--- src/rtl/sha256_digest_match_pkg.sv ---
// Shared types and helpers for the digest-match consumer sitting behind the SHA-256 transform.
package sha256_digest_match_pkg;

    typedef logic [255:0] digest_t;

    typedef enum logic [1:0] {
        IDLE,
        RUN,
        DRAIN,
        DONE
    } match_state_t;

    localparam int MATCH_DEPTH_DEFAULT = 4;
    localparam int IDX_W_DEFAULT       = 32;

    typedef struct packed {
        digest_t                  target;
        logic [IDX_W_DEFAULT-1:0] count;
    } match_job_t;

    // True when the top 'bits' bits of a and b agree; lower bits are don't-care.
    function automatic logic digest_msb_eq(digest_t a, digest_t b, int unsigned bits);
        digest_t mask;
        mask = ~({256{1'b1}} >> bits);
        return ((a ^ b) & mask) == '0;
    endfunction

endpackage

--- src/rtl/sha256_digest_match_if.sv ---
// Job configuration, digest stream and match report signals of the digest matcher.
interface sha256_digest_match_if
    import sha256_digest_match_pkg::*;
#(
    parameter int IDX_W = IDX_W_DEFAULT
) ();
    logic             cfg_rdy;
    logic             cfg_vld;
    digest_t          cfg_target;
    logic [IDX_W-1:0] cfg_count;
    logic             abort;
    logic             hash_rdy;
    logic             hash_vld;
    digest_t          hash;
    logic             match_rdy;
    logic             match_vld;
    logic [IDX_W-1:0] match_idx;
    logic [15:0]      match_total;
    logic             busy;
    logic             done;

    modport slave (
        output cfg_rdy, hash_rdy, match_vld, match_idx, match_total, busy, done,
        input  cfg_vld, cfg_target, cfg_count, abort, hash_vld, hash, match_rdy
    );

    modport master (
        input  cfg_rdy, hash_rdy, match_vld, match_idx, match_total, busy, done,
        output cfg_vld, cfg_target, cfg_count, abort, hash_vld, hash, match_rdy
    );
endinterface

--- src/rtl/sha256_digest_match_fifo.sv ---
// Small synchronous FIFO holding matched stream indices; head is valid whenever not empty.
module match_fifo #(
    parameter int WIDTH = 32,
    parameter int DEPTH = 4
) (
    input  logic             clk,
    input  logic             rst,
    input  logic             push,
    input  logic [WIDTH-1:0] push_data,
    input  logic             pop,
    input  logic             flush,
    output logic             full,
    output logic             empty,
    output logic [WIDTH-1:0] head
);
    localparam int AW = $clog2(DEPTH);

    logic [WIDTH-1:0] mem [DEPTH];
    logic [AW:0]      wr_ptr_reg;
    logic [AW:0]      rd_ptr_reg;
    logic             do_push;
    logic             do_pop;

    assign do_push = push && !full;
    assign do_pop  = pop && !empty;

    // Extra pointer MSB distinguishes full from empty when the address bits coincide.
    assign empty = (wr_ptr_reg == rd_ptr_reg);
    assign full  = (wr_ptr_reg[AW] != rd_ptr_reg[AW]) &&
                   (wr_ptr_reg[AW-1:0] == rd_ptr_reg[AW-1:0]);
    assign head  = mem[rd_ptr_reg[AW-1:0]];

    always_ff @(posedge clk or posedge rst) begin
        if (rst) begin
            wr_ptr_reg <= '0;
            rd_ptr_reg <= '0;
        end else if (flush) begin
            wr_ptr_reg <= '0;
            rd_ptr_reg <= '0;
        end else begin
            if (do_push) wr_ptr_reg <= wr_ptr_reg + 1'b1;
            if (do_pop)  rd_ptr_reg <= rd_ptr_reg + 1'b1;
        end
    end

    always_ff @(posedge clk) begin
        if (do_push && !flush) mem[wr_ptr_reg[AW-1:0]] <= push_data;
    end
endmodule

--- src/rtl/sha256_digest_match.sv ---
// Compares each SHA-256 digest against a target, counts checked digests and queues matching indices.
module sha256_digest_match
    import sha256_digest_match_pkg::*;
#(
    parameter int DIGEST_BITS = 256,
    parameter int MATCH_DEPTH = MATCH_DEPTH_DEFAULT,
    parameter int IDX_W       = IDX_W_DEFAULT
) (
    input  logic                  clk,
    input  logic                  rst,
    sha256_digest_match_if.slave  bus
);
    match_state_t     state_reg;
    match_state_t     state_next;
    digest_t          target_reg;
    logic [IDX_W-1:0] limit_reg;
    logic [IDX_W-1:0] index_reg;
    logic [15:0]      total_reg;

    logic             fifo_full;
    logic             fifo_empty;
    logic [IDX_W-1:0] fifo_head;

    logic hash_rdy;
    logic abort_hit;
    logic cfg_acc;
    logic beat;
    logic is_match;
    logic last_beat;

    // Registered-only ready: no combinational path from hash_vld back to hash_rdy.
    assign hash_rdy  = (state_reg == RUN) && !fifo_full;
    assign abort_hit = bus.abort && (state_reg != IDLE);
    assign cfg_acc   = (state_reg == IDLE) && bus.cfg_vld;
    assign beat      = bus.hash_vld && hash_rdy && !bus.abort;
    assign is_match  = digest_msb_eq(bus.hash, target_reg, DIGEST_BITS);
    assign last_beat = beat && (index_reg == limit_reg - IDX_W'(1));

    match_fifo #(
        .WIDTH (IDX_W),
        .DEPTH (MATCH_DEPTH)
    ) u_fifo (
        .clk       (clk),
        .rst       (rst),
        .push      (beat && is_match),
        .push_data (index_reg),
        .pop       (bus.match_rdy),
        .flush     (abort_hit),
        .full      (fifo_full),
        .empty     (fifo_empty),
        .head      (fifo_head)
    );

    always_comb begin
        state_next = state_reg;
        if (abort_hit) begin
            state_next = IDLE;
        end else begin
            case (state_reg)
                IDLE:    if (bus.cfg_vld) state_next = (bus.cfg_count == '0) ? DRAIN : RUN;
                RUN:     if (last_beat)   state_next = DRAIN;
                DRAIN:   if (fifo_empty)  state_next = DONE;
                DONE:    state_next = IDLE;
                default: state_next = IDLE;
            endcase
        end
    end

    always_ff @(posedge clk or posedge rst) begin
        if (rst) begin
            state_reg  <= IDLE;
            target_reg <= '0;
            limit_reg  <= '0;
            index_reg  <= '0;
            total_reg  <= '0;
        end else begin
            state_reg <= state_next;
            if (cfg_acc) begin
                target_reg <= bus.cfg_target;
                limit_reg  <= bus.cfg_count;
                index_reg  <= '0;
                total_reg  <= '0;
            end else if (beat) begin
                index_reg <= index_reg + IDX_W'(1);
                if (is_match && (total_reg != 16'hFFFF)) total_reg <= total_reg + 16'd1;
            end
        end
    end

    // Gating the head keeps match_idx at zero whenever nothing is queued.
    assign bus.cfg_rdy     = (state_reg == IDLE);
    assign bus.hash_rdy    = hash_rdy;
    assign bus.match_vld   = !fifo_empty;
    assign bus.match_idx   = fifo_empty ? '0 : fifo_head;
    assign bus.match_total = total_reg;
    assign bus.busy        = (state_reg != IDLE);
    assign bus.done        = (state_reg == DONE);
endmodule
--- src/flat_wrapper.sv ---
// flat-port wrapper written by rule: the top's interface ports become plain ports
module sha256_digest_match_flat import sha256_digest_match_pkg::*;
#(
    parameter int DIGEST_BITS = 256,
    parameter int MATCH_DEPTH = MATCH_DEPTH_DEFAULT,
    parameter int IDX_W       = IDX_W_DEFAULT
)
  (clk, rst, bus_cfg_rdy, bus_hash_rdy, bus_match_vld, bus_match_idx, bus_match_total, bus_busy, bus_done, bus_cfg_vld, bus_cfg_target, bus_cfg_count, bus_abort, bus_hash_vld, bus_hash, bus_match_rdy);
  sha256_digest_match_if #(.IDX_W(IDX_W)) bus_i ();
  input  logic clk;
  input  logic rst;
  output wire logic [$bits(bus_i.cfg_rdy)-1:0] bus_cfg_rdy;
  output wire logic [$bits(bus_i.hash_rdy)-1:0] bus_hash_rdy;
  output wire logic [$bits(bus_i.match_vld)-1:0] bus_match_vld;
  output wire logic [$bits(bus_i.match_idx)-1:0] bus_match_idx;
  output wire logic [$bits(bus_i.match_total)-1:0] bus_match_total;
  output wire logic [$bits(bus_i.busy)-1:0] bus_busy;
  output wire logic [$bits(bus_i.done)-1:0] bus_done;
  input wire logic [$bits(bus_i.cfg_vld)-1:0] bus_cfg_vld;
  input wire logic [$bits(bus_i.cfg_target)-1:0] bus_cfg_target;
  input wire logic [$bits(bus_i.cfg_count)-1:0] bus_cfg_count;
  input wire logic [$bits(bus_i.abort)-1:0] bus_abort;
  input wire logic [$bits(bus_i.hash_vld)-1:0] bus_hash_vld;
  input wire logic [$bits(bus_i.hash)-1:0] bus_hash;
  input wire logic [$bits(bus_i.match_rdy)-1:0] bus_match_rdy;
  assign bus_cfg_rdy = bus_i.cfg_rdy;
  assign bus_hash_rdy = bus_i.hash_rdy;
  assign bus_match_vld = bus_i.match_vld;
  assign bus_match_idx = bus_i.match_idx;
  assign bus_match_total = bus_i.match_total;
  assign bus_busy = bus_i.busy;
  assign bus_done = bus_i.done;
  assign bus_i.cfg_vld = bus_cfg_vld;
  assign bus_i.cfg_target = bus_cfg_target;
  assign bus_i.cfg_count = bus_cfg_count;
  assign bus_i.abort = bus_abort;
  assign bus_i.hash_vld = bus_hash_vld;
  assign bus_i.hash = bus_hash;
  assign bus_i.match_rdy = bus_match_rdy;
  sha256_digest_match #(.DIGEST_BITS(DIGEST_BITS), .MATCH_DEPTH(MATCH_DEPTH), .IDX_W(IDX_W)) u_core (.clk(clk), .rst(rst), .bus(bus_i));
endmodule
--- config.mk ---
export PLATFORM = sky130hd
export DESIGN_NAME = sha256_digest_match_flat
export DESIGN_NICKNAME = d
export VERILOG_FILES = /design/src/rtl/sha256_digest_match_pkg.sv /design/src/rtl/sha256_digest_match_if.sv /design/src/rtl/sha256_digest_match_fifo.sv /design/src/rtl/sha256_digest_match.sv /design/src/flat_wrapper.sv
export SDC_FILE = /design/constraint.sdc
export NUM_CORES = 1
export LEC_CHECK = 0
export BUFFER_PORTS_ARGS = -buffer_cell sky130_fd_sc_hd__buf_2
export CORE_AREA = 3 3 235 237
export DETAILED_ROUTE_END_ITERATION = 16
export DIE_AREA = 0 0 238 240
export PLACE_DENSITY = 0.66
export SLEW_MARGIN = 10
export SYNTH_ARGS = -nofsm -noshare
export SYNTH_HDL_FRONTEND = slang
export SYNTH_SLANG_ARGS = --single-unit
--- constraint.sdc ---
create_clock -name clk -period 32.1 [get_ports clk]
set_input_delay 3.21 -clock clk [delete_from_list [all_inputs] [get_ports clk]]
set_output_delay 3.21 -clock clk [all_outputs]
set_load 0.02 [all_outputs]
==> metrics.md <==
| Metric | Value |
|---|---|
| Total die area | `0.0571 mm2` |
| Post-synthesis compound-gate area fraction | `a little over 2%` |
| HP Start | `u_core.target_reg[39]` |
| DR top layer | `met5` |
| Initial antenna violation count | `64` |
| Via count | `18569` |
| Number of global-route vias before repair | `18772` |
| Final setup viols | `0` |
| Cts repair resizes | `0` |
| Asr flop ratio synth | `72.9%` |
| Comb power frac | `29.5%` |
| Yosys cell types | `58` |
| Worst-path clk slew | `0.06 ns` |
| DRT iter0 DRCs | `1398` |
| Clock Sinks | `around 470` |
| Post-Synth XOR/XNOR Area | `roughly an eighth` |
| Register area share after synthesis | `around 55%` |
| Period utilization | `21.5%` |
| Post-Route WL | `80400 um` |
| Pre-Repair DR Iteration Count | `5` |
| Clock root buffer | `clkbuf_16` |
| Crit path DAT | `7.11 ns` |
| Fin. Hold Viols | `0` |
| Switching power total | `813 uW` |
| Simple-gate share of the synthesized area | `23.3%` |
| CP dominant cell by count | `nor4_1` |
| Crit path largest cell delay | `0.99 ns` |
| CP Data Required Time | `32.32 ns` |
| Met3 WL | `~5300 um` |
| Gpl congestion | `between 0.9 and 1` |
| Most used flip-flop cell after synthesis | `dfrtp_1` |
| Synth-to-layout area growth | `24.4%` |
| Largest family of logic cells by synthesized area | `simple AND/OR/NAND/NOR gates` |
| Max-cap violations | `0` |
| Reg area | `0.0125 mm2` |
| Hold crit path type | `reg2reg` |
| Syn Nets | `2810` |
| Synth warn | `0` |
| WHS Endpoint | `u_core.target_reg[39]` |
| PD cells | `79.2 mW/mm2` |
| Multi-input combinational cell area | `0.00965 mm2` |
| Cell taking the most area after synthesis | `dfrtp_1` |
| FF-to-FF End | `u_core.u_fifo.mem[3][8]` |
| Grt total ovfl | `0` |
| Worst slew pin tran | `1.13 ns` |
| Fill count | `4905` |
| Fraction of synthesized area in multiplexers | `3.66%` |
| Status | `complete, no violations` |
| WHS Path Cells | `2` |
| Reg2reg start | `u_core.u_fifo.rd_ptr_reg[1]` |
| Die Y | `240 um` |
| Fmax achieved | `roughly 0.15 GHz` |
| CTS tree | `built` |
| Worst-Skew Late Latency | `0.60 ns` |
| Mean Syn Cell Area | `~10 um2` |
| Total core area | `between 0.05 and 0.06 mm2` |
| CTS H-Tree Depth | `2` |
| Switching Fraction | `36.7%` |
| Port bufs | `about 600` |
| Pint | `~1400 uW` |
| Max Slew Vio Count | `0` |
| Flops & latches, synth | `472` |
| Top-area cell type share of the netlist area | `between 30% and 40%` |
| Fin crit period | `6.89 ns` |
| Clock network power share | `27.2%` |
| First-pass GRT wire length | `117000 um` |
| Worst clock skew | `0.0147 ns` |
| Clock buffer depth | `3` |
| DR WL met2 | `40800 um` |
| CTS buffer count | `52` |
| Largest net degree at the start of global routing | `127` |
| Critical path type | `in2reg` |
| Number of flops mapped to enable cells by yosys | `128` |
| Final nets | `3390` |
| Max FO, Critical Path | `33` |
| Crit. End Element | `register` |
| Static Leakage | `0.0141 uW` |
| Post-synth design cell area | `0.0225 mm2` |
| Startpoint Class | `input port` |
| Synth Area in Adders | `0.668%` |
| Flop2flop setup slack | `27.45 ns` |
| Avg WL per Cell | `22.3 um` |
| Post-Route M1 WL | `31200 um` |
| Hold_buf cts | `0` |
| Share of post-route cells with drive strength above 1 | `26.7%` |
| Ratio of routed vias to standard cells | `5.16` |
| Starting density of the core | `42.0%` |
| Max reg flops | `around 260` |
| Sequence of cells on the critical path | `buf_2 > xor2_1 > nor4_1 > nand4_1 > nor4_1 > nand3_1 > nor4_4 > and2_2` |
| DRC errors left | `0` |
| # Post-CTS Setup Buffers | `0` |
| RSZ-0062 raised after global routing | `false` |
| Overall Global Routing Usage | `27.5%` |
| Peak supply drop | `0.0488 mV` |
| Dpl hpwl | `61400 um` |
| Seq pwr share | `43.3%` |
| Die Wd | `238 um` |
| Count leader, synth | `nand2_1` |
| Fin Hold WS | `0.491 ns` |
| Post-DRT Antenna Nets | `0` |
| CP max-delay cell | `nor4_4` |
| FF-to-FF path depth | `8` |
| Cells after synthesis | `2248` |
| Top cells by count, synth | `892 x nand2_1, 344 x dfrtp_1, 293 x xor2_1` |
| I/O pins | `603` |
| TNS Setup | `0 ns` |
| Num rows | `85` |
| Synth top area cells | `dfrtp_1 38%, edfxtp_1 17%, nand2_1 15%` |
| Max transition margin | `23.8%` |
[cell type report]
cell class                      count  area share (%)
Multi-Input combinational cell   1668            34.5
Clock buffer                       63            5.02
Clock inverter                     29            1.07
Antenna cell                       38           0.340
Timing Repair Buffer              618            11.2
Inverter                           16           0.242
Sequential cell                   472            44.5
Tap cell                          696            3.11
[power by group through the flow]
stage          sequential [uW]  clock [uW]  combinational, uW
2_1_floorplan              907           0                483
3_3_place_gp               962           0                637
3_5_place_dp               967           0                651
4_1_cts                    958         614                657
5_1_grt                    979         636                739
6_report                   960         604                653
[per-layer routing]
metal / vias up / GRT usage (%)
met5: - / 0
met4: 32 / 11.8
met3: 194 / 6.19
met2: 690 / 47.5
met1: 9032 / 33.4
li1: 8621 / -
[placed cells by master, fill, tap and decap left out, types with 4 or more instances in the layout]
cell        synthesis  layout
a211oi_1            4       4
a21oi_1            17      17
a31o_2              4       4
and2_1             41      36
and2_2              0       4
and3_1             11      11
and4_1              5       5
buf_2               5     602
buf_4               0      16
bufinv_16           0       5
clkbuf_1           68       6
clkbuf_16           0      53
clkbuf_8            0       4
clkinv_2            0      13
clkinvlp_4          0       4
dfrtp_1           344     342
diode_2             0      38
edfxtp_1          128     128
ha_1               12      12
inv_1              16      15
mux2i_1             8       8
mux4_2             32      32
nand2_1           892     891
nand2b_1            4       4
nand3_1            24      24
nand3b_1            6       6
nand4_1            31      31
nor2_1             57      57
nor2b_1             4       4
nor3_1             20      20
nor4_1             80      79
o21ai_0            13      13
or3_1              13      13
or4_1               8       8
or4b_2              5       5
xnor2_1            44      44
xor2_1            293     293
[worst max-delay path, delay by kind of cell]
family | cells | cell delay, ns
xor gates and xnor gates | 1 | 0.14
and+or+nand+nor | 6 | 3.62
buffers and inverters | 1 | 0.10
[logic make-up after synthesis]
logic type / count (synthesis)
flip-flops: 472
adder cells (fa/ha/maj): 12
buffers and inverters: 108
AND/OR/NAND/NOR: 1213
multiplexers: 42
XOR/XNOR: 337
AO/OA/AOI/OAI: 64
[how the worst max path moves through the flow]
stage	from	cells past startpoint	end	slack (ns)
finish	bus_hash[53]	8	u_core.u_fifo.mem[3][8]	25.21
global placement	bus_hash[69]	10	u_core.u_fifo.wr_ptr_reg[2]	24.02
global route	bus_hash[53]	10	u_core.u_fifo.wr_ptr_reg[2]	24.94
detailed placement	bus_hash[53]	10	u_core.u_fifo.wr_ptr_reg[2]	24.47
floorplan	rst	1	u_core.bus.match_total[0]	19.35
CTS	bus_hash[53]	10	u_core.u_fifo.wr_ptr_reg[2]	25.11
[stage by stage]
| step | power [uW] | cells | utilization (%) | setup WS [ns] | cell area [um2] |
|---|---|---|---|---|---|
| 4_1_cts | 2230 | 3562 | 52.1 | 25.11 | 27900 |
| 5_1_grt | 2350 | 3586 | 52.2 | 24.94 | 27900 |
| 3_5_place_dp | 1620 | 3470 | 48.9 | 24.47 | 26200 |
| 3_3_place_gp | 1600 | 3470 | 48.9 | 24.02 | 26200 |
| 6_report | 2220 | 3600 | 52.3 | 25.21 | 28000 |
| 2_1_floorplan | 1390 | 2248 | - | 19.35 | 22500 |
No activity file was read; power rests on OpenSTA's default activity.
